<file path="config.mk">
export PLATFORM = sky130hd
export DESIGN_NAME = pl_kernel_hls_deadlock_report_unit
export DESIGN_NICKNAME = d
export VERILOG_FILES = /design/src/rtl/pl_kernel_hls_deadlock_report_unit.sv
export SDC_FILE = /design/constraint.sdc
export NUM_CORES = 1
export LEC_CHECK = 0
export CAP_MARGIN = 5
export CORE_ASPECT_RATIO = 0.75
export CORE_UTILIZATION = 59
export CTS_BUF_LIST = sky130_fd_sc_hd__clkbuf_8
export DETAILED_ROUTE_END_ITERATION = 7
export DONT_BUFFER_PORTS = 1
export PLACE_DENSITY = 0.75
export SLEW_MARGIN = 15
export SYNTH_ARGS = -nofsm -noshare
export SYNTH_HDL_FRONTEND = slang
export SYNTH_SLANG_ARGS = --single-unit
export TNS_END_PERCENT = 10
</file>
<file path="constraint.sdc">
create_clock -name clock -period 4.3 [get_ports clock]
set_clock_uncertainty 0.05 [all_clocks]
set_input_delay 0.43 -clock clock [delete_from_list [all_inputs] [get_ports clock]]
set_output_delay 0.43 -clock clock [all_outputs]
set_load 0.01 [all_outputs]
</file>
<file path="src/rtl/pl_kernel_hls_deadlock_report_unit.sv">
// pl_kernel_hls_deadlock_report_unit: debounces process deadlock detects, launches a trace token and reports the cycle.
module pl_kernel_hls_deadlock_report_unit #(
    parameter int PROC_NUM        = 4,
    parameter int DEBOUNCE_CYCLES = 4,
    parameter int TRACE_TIMEOUT   = 1024,
    localparam int IW             = (PROC_NUM > 1) ? $clog2(PROC_NUM) : 1
) (
    input  logic                clock,
    input  logic                reset,
    input  logic [PROC_NUM-1:0] dl_detect_vec,
    input  logic                report_ack,
    output logic                dl_detect_in,
    output logic [PROC_NUM-1:0] origin_vec,
    output logic                token_clear,
    output logic                deadlock_detected,
    output logic [IW-1:0]       deadlock_proc_id,
    output logic [PROC_NUM-1:0] deadlock_trace_mask,
    output logic [15:0]         trace_len,
    output logic                trace_timeout
);
    typedef enum logic [2:0] {IDLE, DEBOUNCE, LAUNCH, TRACE, REPORT} state_t;
    state_t state, state_n;
    logic [7:0] cnt, cnt_n;
    logic [IW-1:0] sel_id, sel_n, low_id;
    logic [15:0] len_inc;
    logic any, deb_done, closure, expire, hold;
    logic dl_in_n, token_n, detected_n, timeout_n;
    logic [PROC_NUM-1:0] origin_n, mask_n;
    logic [IW-1:0] proc_id_n;
    logic [15:0] len_n;
    always_comb begin
        low_id = '0;
        for (int p = PROC_NUM - 1; p >= 0; p--)
            if (dl_detect_vec[p]) low_id = IW'(p);
    end
    assign any      = |dl_detect_vec;
    assign deb_done = (int'(cnt) + 1) >= DEBOUNCE_CYCLES;
    assign len_inc  = (trace_len == 16'hFFFF) ? trace_len : trace_len + 16'd1;
    // The origin's own detect in the first trace cycle is stale, so closure needs at least one hop.
    assign closure  = (state == TRACE) && dl_detect_vec[sel_id] && (trace_len != 16'd0);
    assign expire   = (state == TRACE) && !closure && (int'(len_inc) >= TRACE_TIMEOUT);
    always_ff @(posedge clock) begin
        if (reset) begin
            state               <= IDLE;
            cnt                 <= '0;
            sel_id              <= '0;
            dl_detect_in        <= 1'b0;
            origin_vec          <= '0;
            token_clear         <= 1'b0;
            deadlock_detected   <= 1'b0;
            deadlock_proc_id    <= '0;
            deadlock_trace_mask <= '0;
            trace_len           <= '0;
            trace_timeout       <= 1'b0;
        end else begin
            state               <= state_n;
            cnt                 <= cnt_n;
            sel_id              <= sel_n;
            dl_detect_in        <= dl_in_n;
            origin_vec          <= origin_n;
            token_clear         <= token_n;
            deadlock_detected   <= detected_n;
            deadlock_proc_id    <= proc_id_n;
            deadlock_trace_mask <= mask_n;
            trace_len           <= len_n;
            trace_timeout       <= timeout_n;
        end
    end
    always_comb begin
        state_n = state;
        case (state)
            IDLE:     if (any) state_n = (DEBOUNCE_CYCLES <= 1) ? LAUNCH : DEBOUNCE;
            DEBOUNCE: state_n = !any ? IDLE : deb_done ? LAUNCH : DEBOUNCE;
            LAUNCH:   state_n = TRACE;
            TRACE:    if (closure || expire) state_n = REPORT;
            REPORT:   if (report_ack) state_n = IDLE;
            default:  state_n = IDLE;
        endcase
    end
    // Outputs are computed one cycle ahead and registered so they line up with the state they describe.
    always_comb begin
        hold       = (state == REPORT) && (state_n == REPORT);
        cnt_n      = (state_n == DEBOUNCE) ? ((state == IDLE) ? 8'd1 : cnt + 8'd1) : 8'd0;
        sel_n      = (state_n == LAUNCH) ? low_id : (state_n == IDLE) ? '0 : sel_id;
        origin_n   = (state_n == LAUNCH) ? PROC_NUM'(1) << sel_n : '0;
        dl_in_n    = (state_n == LAUNCH) || (state_n == TRACE) || (state_n == REPORT);
        token_n    = (state == TRACE) && (state_n == REPORT);
        detected_n = (state_n == REPORT);
        proc_id_n  = (state_n == REPORT) ? sel_id : '0;
        mask_n     = (state == TRACE) ? deadlock_trace_mask | dl_detect_vec : hold ? deadlock_trace_mask : '0;
        len_n      = (state == TRACE) ? len_inc : hold ? trace_len : 16'd0;
        timeout_n  = expire || (hold && trace_timeout);
    end
endmodule

</file>
==> results.ini <==
[critical_path]
crit_start = trace_len[0]
reg2reg_from = trace_len[0]
worstPathMaxFanout = 6
cpPeakStageDelay_ns = 0.53
crit_required_ns = 4.45
worstSetupPathType = reg -> reg
cp.arrival_ns = 2.77
cp-start-kind = flip-flop
path_delay_family = simple AND/OR/NAND/NOR gates
cp_num_buf_inv = 0
endpoint_kind = flip-flop
crit_chain = ha_1 > nand2_1 > or4_4 > o31a_1 > a2111oi_4 > a21oi_2 > and2_1
critPathSlowestCell = or4_4

[timing]
hold_viol = 0
fin_crit_ns = 2.625
worst_pin_slew_ns = 0.8763
finalCritPeriodShare_pct = 61.04
slew_viol_final = 0
rsz0062_at_grt = no
maxSlewHeadroom_pct = 40.76
max_freq_mhz = 381.0
setup_viol = 0
fin_tns_setup_ns = 0

[place]
io_buffer_count = 0
gp_congestion = 0.9776
detailed_place_hpwl_um = 2980

[drt]
via_per_inst = 6.050
drc = 0
wl_um = 4111
drt_iter0_drc = 128
vias = 1567
ant_nets = 0
wl_per_cell_um = 15.87
dr.pass1.iters = 4

[floorplan]
dieArea_um2 = 3408
num_rows = 17
die_w_um = 67.08
core_area_um2 = 2978
io_pins = 37
start_util_pct = 62.94
die_h_um = 50.81

[logic_synthesis]
synthesis.area_um2 = 1874
synth_warnings = 0
synthFlopType = dfxtp_1
syn_avg_cell_area_um2 = 8.758
synth_cell_types = 45
yosysSeqAreaShare_pct = 45.93
synthArstFlopShare_pct = 0
synth_seq_cells = 43
synth_cells = 214
synth-edff-count = 0

[final_layout]
layout-drive-gt1-share_pct = 7.692
multi_input_area_um2 = 980.9
final_cell_mix = dfxtp_1 (43), nor2_1 (33), nand2_1 (17), a21oi_1 (17), nor3_1 (11)
diodes = 0
syn2layout_area_growth_pct = 6.742
final-seq-area_um2 = 860.8
fin_nets = 230
final_common_cell = dfxtp_1
fillers = 252

[global_routing]
grt_pass1_wl_um = 6755
grt_pass1_vias = 1445
grt_max_degree = 21
track_usage_pct = 26.91
antenna_found_initial = 0
grt.overflow.total = 0

[pwr]
p_int_uw = 582.7
power.share.clock_pct = 29.9
power_uw = 829.3
p_per_area_nw_per_um2 = 414.5
seq_power_share_pct = 56.0
p_leak_nw = 0.7023
switchingPower_uw = 246.7
swShare_pct = 29.74
peakVddDrop_uv = 238.3
pwr-share-comb_pct = 14.1

[hold_path]
min_from = reset
min-delay-path-class = in -> reg

[flow_run]
maxCapViolations = 0

[clock_tree]
post_cts_resized = 0
cts_max_path_buffers = 2
path_clk_slew_ns = 0.08
clock_latency_ns = 0.30
cts_root_buf = clkbuf_8
ctsHtreeMaxLevel = 2
clock_sinks = 43
cts_buffers = 5
cts_hold_buffers = 0
post_cts_buffers = 0
tritoncts = done

[outcome]
status = complete, no violations

path summary, 6_finish.rpt:
kind	cells past startpoint	to	slack (ns)
worst max-delay path	7	deadlock_proc_id[1]	1.68
worst min-delay path	1	trace_len[1]	0.14
worst max register to register	7	deadlock_proc_id[1]	1.68
worst min register to register	2	sel_id[0]	0.47
sequential cells by signal, summed over array words and instances (netlist names), 2 cells and up:
register / cells
cnt: 8
state: 3
origin_vec: 4
sel_id: 2
trace_len: 16
deadlock_proc_id: 2
deadlock_trace_mask: 4
logic make-up after synthesis:
logic type      share of synthesized area (%)
compound gates                          13.95
buf+inv                                 2.737
mux                                     1.802
other cells                            0.2001
simple gates                            28.24
flops                                   45.93
fa+ha+maj                               2.003
xor+xnor                                5.140
metrics by stage:
step           setup slack, ns  util, %  instance area [µm²]  hold WS [ns]  std cells
3_3_place_gp             1.738    64.33                 1916        0.4459        251
3_5_place_dp             1.728    64.33                 1916        0.4526        251
2_1_floorplan            1.990        -                 1893        0.4087        219
6_report                 1.675    67.18                 2001        0.1404        259
4_1_cts                  1.712    67.18                 2001        0.1344        259
5_1_grt                  1.530    67.18                 2001        0.1291        259
metal layers:
metal	part of all wire [%]	global-route usage, %
met2	41	37.33
met1	49	38.77
met3	9.3	10.27
met4	0.83	6.383
met5	0	0
synthesized netlist by cell type, types with 3 or more instances:
library cell	count	share of area [%]
and2_1	4	1.3
nand2_1	17	3.4
nand3_1	8	2.1
a21oi_1	17	4.5
dfxtp_1	43	46
inv_1	7	1.4
nor3_1	11	2.9
o21ai_0	8	2.1
nor4_1	5	1.7
nand4_1	6	2.0
xnor2_1	10	4.7
nor2_1	33	6.6
clkbuf_1	4	0.80
ha_1	3	2.0
power by group through the flow:
stage               Clock (mW)  Sequential (mW)  Combinational [mW]
global route             0.271            0.469               0.130
global placement             0            0.469               0.109
CTS                      0.252            0.463               0.115
floorplan                    0            0.464              0.0934
detailed placement           0            0.472               0.114
finish                   0.248            0.464               0.117
layout make-up:
type	instances	share of cell area [%]
clock buffer	5	3.440
multi-input combinational	163	49.03
inverter	7	1.313
tap	38	2.376
sequential	43	43.03
clock inverter	3	0.8130
Power figures use the tool's default switching activity.
==> variant 1: new RTL, config.mk and constraints unchanged <==
Change the parameter `PROC_NUM` from 4 to 2.
--- a/src/rtl/pl_kernel_hls_deadlock_report_unit.sv
+++ b/src/rtl/pl_kernel_hls_deadlock_report_unit.sv
@@ -2,3 +2,3 @@
 module pl_kernel_hls_deadlock_report_unit #(
-    parameter int PROC_NUM        = 4,
+    parameter int PROC_NUM        = 2,
     parameter int DEBOUNCE_CYCLES = 4,
Ports: changed (resized deadlock_proc_id, deadlock_trace_mask, dl_detect_vec and origin_vec); port bits go from 37 to 30. No check against the original RTL was run, so the function may have changed too.
==> variant 1 against the original RTL <==
- die area decreased by 7.2%
- sequential cell count decreased by 6
- synthesized area decreased by 7.5%
- wire length decreased by 9.2%
- critical path depth unchanged
- design area decreased by 8.1%
- setup slack got worse by 0.094 ns
- critical endpoint is now deadlock_proc_id
Power is not compared: it rests on default switching activity, and its combinational part moved more than twofold at a synthesized area within 25%.
==> variant 1: results (changes against the original RTL) <==
- GRT Total Usage: 25.9% (-0.97 points)
- Start point of the worst hold path: reset
- PortBufs: 0 (unchanged)
- Highest Clock Rate: 368 MHz (-3.4%)
- XOR/XNOR share of the synthesized area: 6.06% (+0.92 points)
- Layout cells sized above 1: 8.72% (+1.0 points)
- Detailed-route via count: 1,447 (-7.7%)
- Crit Path Max Fanout: 7 (+1)
- Post-synthesis cell count: 193 (-9.8%)
- Final Instance Count excl. Fillers: 231 (-11%)
- Pre-CTS setup slack: 1.59 ns (-0.141 ns)
- Status: finished clean
- CTS clk-pin slew, worst paths: 0.07 ns
- Sequential share of the synthesized area: 42.7% (-3.2 points)
- Static Leak: 0.645 nW
- H-tree depth: 2 (unchanged)
- Worst hold path type: input port to flip-flop
- Max Root-Sink Buffers: 2 (unchanged)
- Worst skew pair latency: 0.29 ns
- First-pass GRT wire length: 6150 um (-8.9%)
- Detailed Place HPWL: 2670 um (-10%)
- Worst Path Arrival: 2.82 ns (+0.05 ns)
- Top cells by area, synth: dfxtp_1 (43%), nor2_1 (5.2%), xor2_1 (4.0%)
- Number of warnings issued by yosys: 0 (unchanged)
- Post-synthesis mux area share: 0.577% (-1.2 points)
- Diodes inserted: 0 (unchanged)
- Async set or reset register ratio after synthesis: 0% (unchanged)
- Drt pass-1 iters: 4 (unchanged)
- Initial drt markers: 139 (+8.6%)
- Worst setup path class: flip-flop to flip-flop
- Synth unique cells: 46 (+2.2%)
- Dpl cells: 223 (-11%)
- Post-Route WL: 3730 um (-9.2%)
- Root Driver: clkbuf_8
- Largest net degree at the start of global routing: 20 (-4.8%)
- CTS buffer count: 5 (unchanged)
- Vias in the first global route: 1,267 (-12%)
- Setup Buffers After CTS: 0 (unchanged)
- Max IR drop VDD: 281 uV
- Fill count: 235 (-6.7%)
- Post-Synth Adder-Cell Area: 2.16% (+0.16 points)
- Synth Area in Compound Gates: 13.8% (-0.17 points)
- Worst-Margin Slew: 0.811 ns (-0.0654 ns)
- Net count, final: 202 (-12%)
- Reg2reg start: trace_len[0]
- Most instantiated cells after synthesis: dfxtp_1 (37), nor2_1 (24), a21oi_1 (13), clkbuf_1 (11), nand2_1 (10)
- Post-CTS resize count: 0 (unchanged)
- Routability cong.: 0.923 (-5.6%)
- Biggest regs: trace_len x16, cnt x8, state x3
- Initial antenna violation count: 0 (unchanged)
## variant 1: through the flow
stage                     cell area [sq um]  hold slack [ns]  power [mW]
after floorplan                        1750            0.386       0.408
after global placement                 1760            0.417       0.413
after detailed placement               1760            0.417       0.416
after CTS                              1840            0.141       0.643
after global routing                   1840            0.137       0.666
final                                  1840            0.144       0.640
## variant 1: cell type report
class	instances	area (sq um)	area share, %
clock buffer	5	68.8	3.74
clock inverter	3	13.8	0.748
inverter	6	22.5	1.22
multi-input combinational	144	948	51.6
sequential	37	741	40.3
tap	36	45.0	2.45
## variant 1: kinds of logic (layout without fill, tap and decap cells)
logic type / Yosys count / after routing
buffers and inverters: 17 / 14
DFF: 37 / 37
muxes: 1 / 1
adders and majority gates: 3 / 3
AOI/OAI and AO/OA: 33 / 33
xor gates and xnor gates: 12 / 12
and+or+nand+nor: 89 / 89
other: 1 / 6
## variant 1: final timing paths
path | end | depth (start not counted)
worst max register to register | deadlock_proc_id | 7
worst min register to register | deadlock_proc_id | 2
worst max-delay path | deadlock_proc_id | 7
worst min-delay path | sel_id | 1
## variant 1: worst max-delay path, cell delays in order (launching register included)
cell and delay (ns):
dfxtp_1 0.47, ha_1 0.34, nand3_1 0.19, nor4_1 0.33, xor2_1 0.11, or4_4 0.56, nor3_1 0.39, a211oi_1 0.14
## variant 1: power by group
part	switching [mW]	leakage [nW]	internal, mW
clock	0.120	0.0491	0.110
sequential	0.0133	0.302	0.355
combinational	0.0230	0.294	0.0188
## variant 1: metal layers
| metal | track usage [%] | routed length [um] |
|---|---|---|
| met1 | 35.6 | 1690 |
| met2 | 37.2 | 1690 |
| met3 | 8.18 | 302 |
| met4 | 11.5 | 49 |
| met5 | 0 | 0 |
==> variant 2: new RTL, config.mk and constraints unchanged <==
Made on the original files. Reset style: asynchronous (`reset`), changed in one clocked block.
--- a/src/rtl/pl_kernel_hls_deadlock_report_unit.sv
+++ b/src/rtl/pl_kernel_hls_deadlock_report_unit.sv
@@ -41,3 +41,3 @@
     assign expire   = (state == TRACE) && !closure && (int'(len_inc) >= TRACE_TIMEOUT);
-    always_ff @(posedge clock) begin
+    always_ff @(posedge clock or posedge reset) begin
         if (reset) begin
Function: differs if reset is asserted again (counterexample within 10 cycles, from zero or initial values and one cycle with reset high); with reset held inactive, the same outputs for 10 cycles.
==> variant 2 against the original RTL <==
- wire length grew 16%
- via count grew 14%
- setup slack gained 0.29 ns
- design area grew 19%
- synthesized cell count grew 11%
- synthesized area grew 20%
- critical path type unchanged
- core utilization shrank 1.9 points
- global-route usage shrank 0.48 points
- non-clock buffer count grew 1
- highest routed layer unchanged
- sequential cell count is the same
- fmax grew 12%
- largest cell class unchanged
- cell count grew 14%
Power is not compared: it rests on default switching activity, and its combinational part moved more than twofold at a synthesized area within 25%.
==> variant 2: results (changes against the original RTL) <==
- Most instantiated cells after synthesis: dfrtp_1 (43), nor2_1 (29), a21oi_1 (19), nand2_1 (16), inv_1 (14)
- Detailed-route via count: 1,783 (+14%)
- Crit Path Max Fanout: 8 (+2)
- Largest net degree at the start of global routing: 44 (+110%)
- Reg2reg path depth: 7 (unchanged)
- Wire length per cell: 16.1 um (+1.6%)
- Post-Route WL: 4760 um (+16%)
- Hold Buf Count CTS: 0 (unchanged)
- Status: finished clean
- Async set or reset register ratio after synthesis: 100% (+100 points)
- Post-synthesis cell count: 238 (+11%)
- Max Root-Sink Buffers: 2 (unchanged)
- Setup Buffers After CTS: 0 (unchanged)
- Vias in the first global route: 1,698 (+18%)
- Layout cells sized above 1: 9.47% (+1.8 points)
- Post-CTS resize count: 0 (unchanged)
- Worst hold path type: input port to async pin
- R2R Setup Slk: 1.96 ns (+0.29 ns)
- Worst skew pair latency: 0.29 ns
- Net count, final: 252 (+9.6%)
- GRT Total Usage: 26.4% (-0.48 points)
- Root Driver: clkbuf_8
- Dpl cells: 287 (+14%)
- Initial drt markers: 148 (+16%)
- CTS clk-pin slew, worst paths: 0.08 ns (about the same)
- Grt met1 use: 41.9% (+3.2 points)
- Sequential share of the synthesized area: 47.8% (+1.8 points)
- Synth unique cells: 51 (+13%)
- Final Cycle Share: 54.4% (-6.7 points)
- Critical R2R Capture: trace_len[5]
- Post-synth top area share: 47.8% (+1.8 points)
- Metal3 WL: 345 um (-9.7%)
- Top cells by area, synth: dfrtp_1 (48%), nor2_1 (4.8%), a21oi_1 (4.2%)
- M2 GR Usage: 35.6% (-1.8 points)
- Diodes inserted: 0 (unchanged)
- First-pass GRT wire length: 8160 um (+21%)
- Max IR drop VDD: 350 uV
- Biggest regs: trace_len x16, cnt x8
- Detailed Place HPWL: 3440 um (+15%)
- Drt pass-1 iters: 4 (unchanged)
- Placed cell area: 2300 sq um (+20%)
- Routability cong.: 0.872 (-11%)
- Worst setup startpoint: trace_len[0]
- Initial antenna violation count: 0 (unchanged)
- Metal-1 WL: 2370 um (+18%)
- Met3 Resource Use GR: 7.66% (-2.6 points)
- WL met2: 2010 um (+19%)
- PortBufs: 0 (unchanged)
- Ys flop type: dfrtp_1
- Worst-Margin Slew: 0.815 ns (-0.0617 ns)
- Worst Path Arrival: 2.44 ns (-0.33 ns)
-- variant 2: area by class of cell --
cell class	count	area [sq um]
Sequential cell	43	1080
Inverter	14	52.6
Clock buffer	5	68.8
Clock inverter	3	20.0
Multi-Input combinational cell	177	1100
Timing Repair Buffer	1	7.51
Tap cell	52	65.1
Fill cell	336	1270
-- variant 2: cell families (layout without fill, tap and decap cells) --
kind of cell / Yosys count / in the layout / synth area share [%]
buffers and inverters: 23 / 23 / 4.39
AND/OR/NAND/NOR: 95 / 95 / 23.3
other: 1 / 6 / 0.166
AO/OA/AOI/OAI: 59 / 59 / 16.3
flip-flops: 43 / 43 / 47.8
adder cells (fa/ha/maj): 3 / 3 / 1.67
XOR/XNOR: 12 / 12 / 5.00
multiplexers: 2 / 2 / 1.44
-- variant 2: power breakdown --
part           leakage, nW  switching, mW  internal, mW
clock               0.0402          0.138         0.113
sequential           0.571         0.0944         0.473
combinational        0.355          0.203         0.112
total                0.965          0.436         0.698
-- variant 2: critical path, stage by stage, from the launching register on --
cell     delay [ns]
dfrtp_1        0.49
ha_1           0.21
nand3_1        0.21
or3_1          0.50
o21ai_2        0.33
or3_1          0.18
xor2_1         0.15
nor2_1         0.06
-- variant 2: how the worst min path moves through the flow --
stage	from	to	slack [ns]	depth (start not counted)
6_report	reset	deadlock_trace_mask[1]	0.09	2
5_1_grt	reset	trace_len[7]	0.14	2
4_1_cts	reset	trace_len[0]	0.10	2
3_5_place_dp	reset	deadlock_trace_mask[2]	0.43	2
3_3_place_gp	reset	trace_len[1]	0.43	2
2_1_floorplan	sel_id[0]	deadlock_proc_id[0]	0.47	2
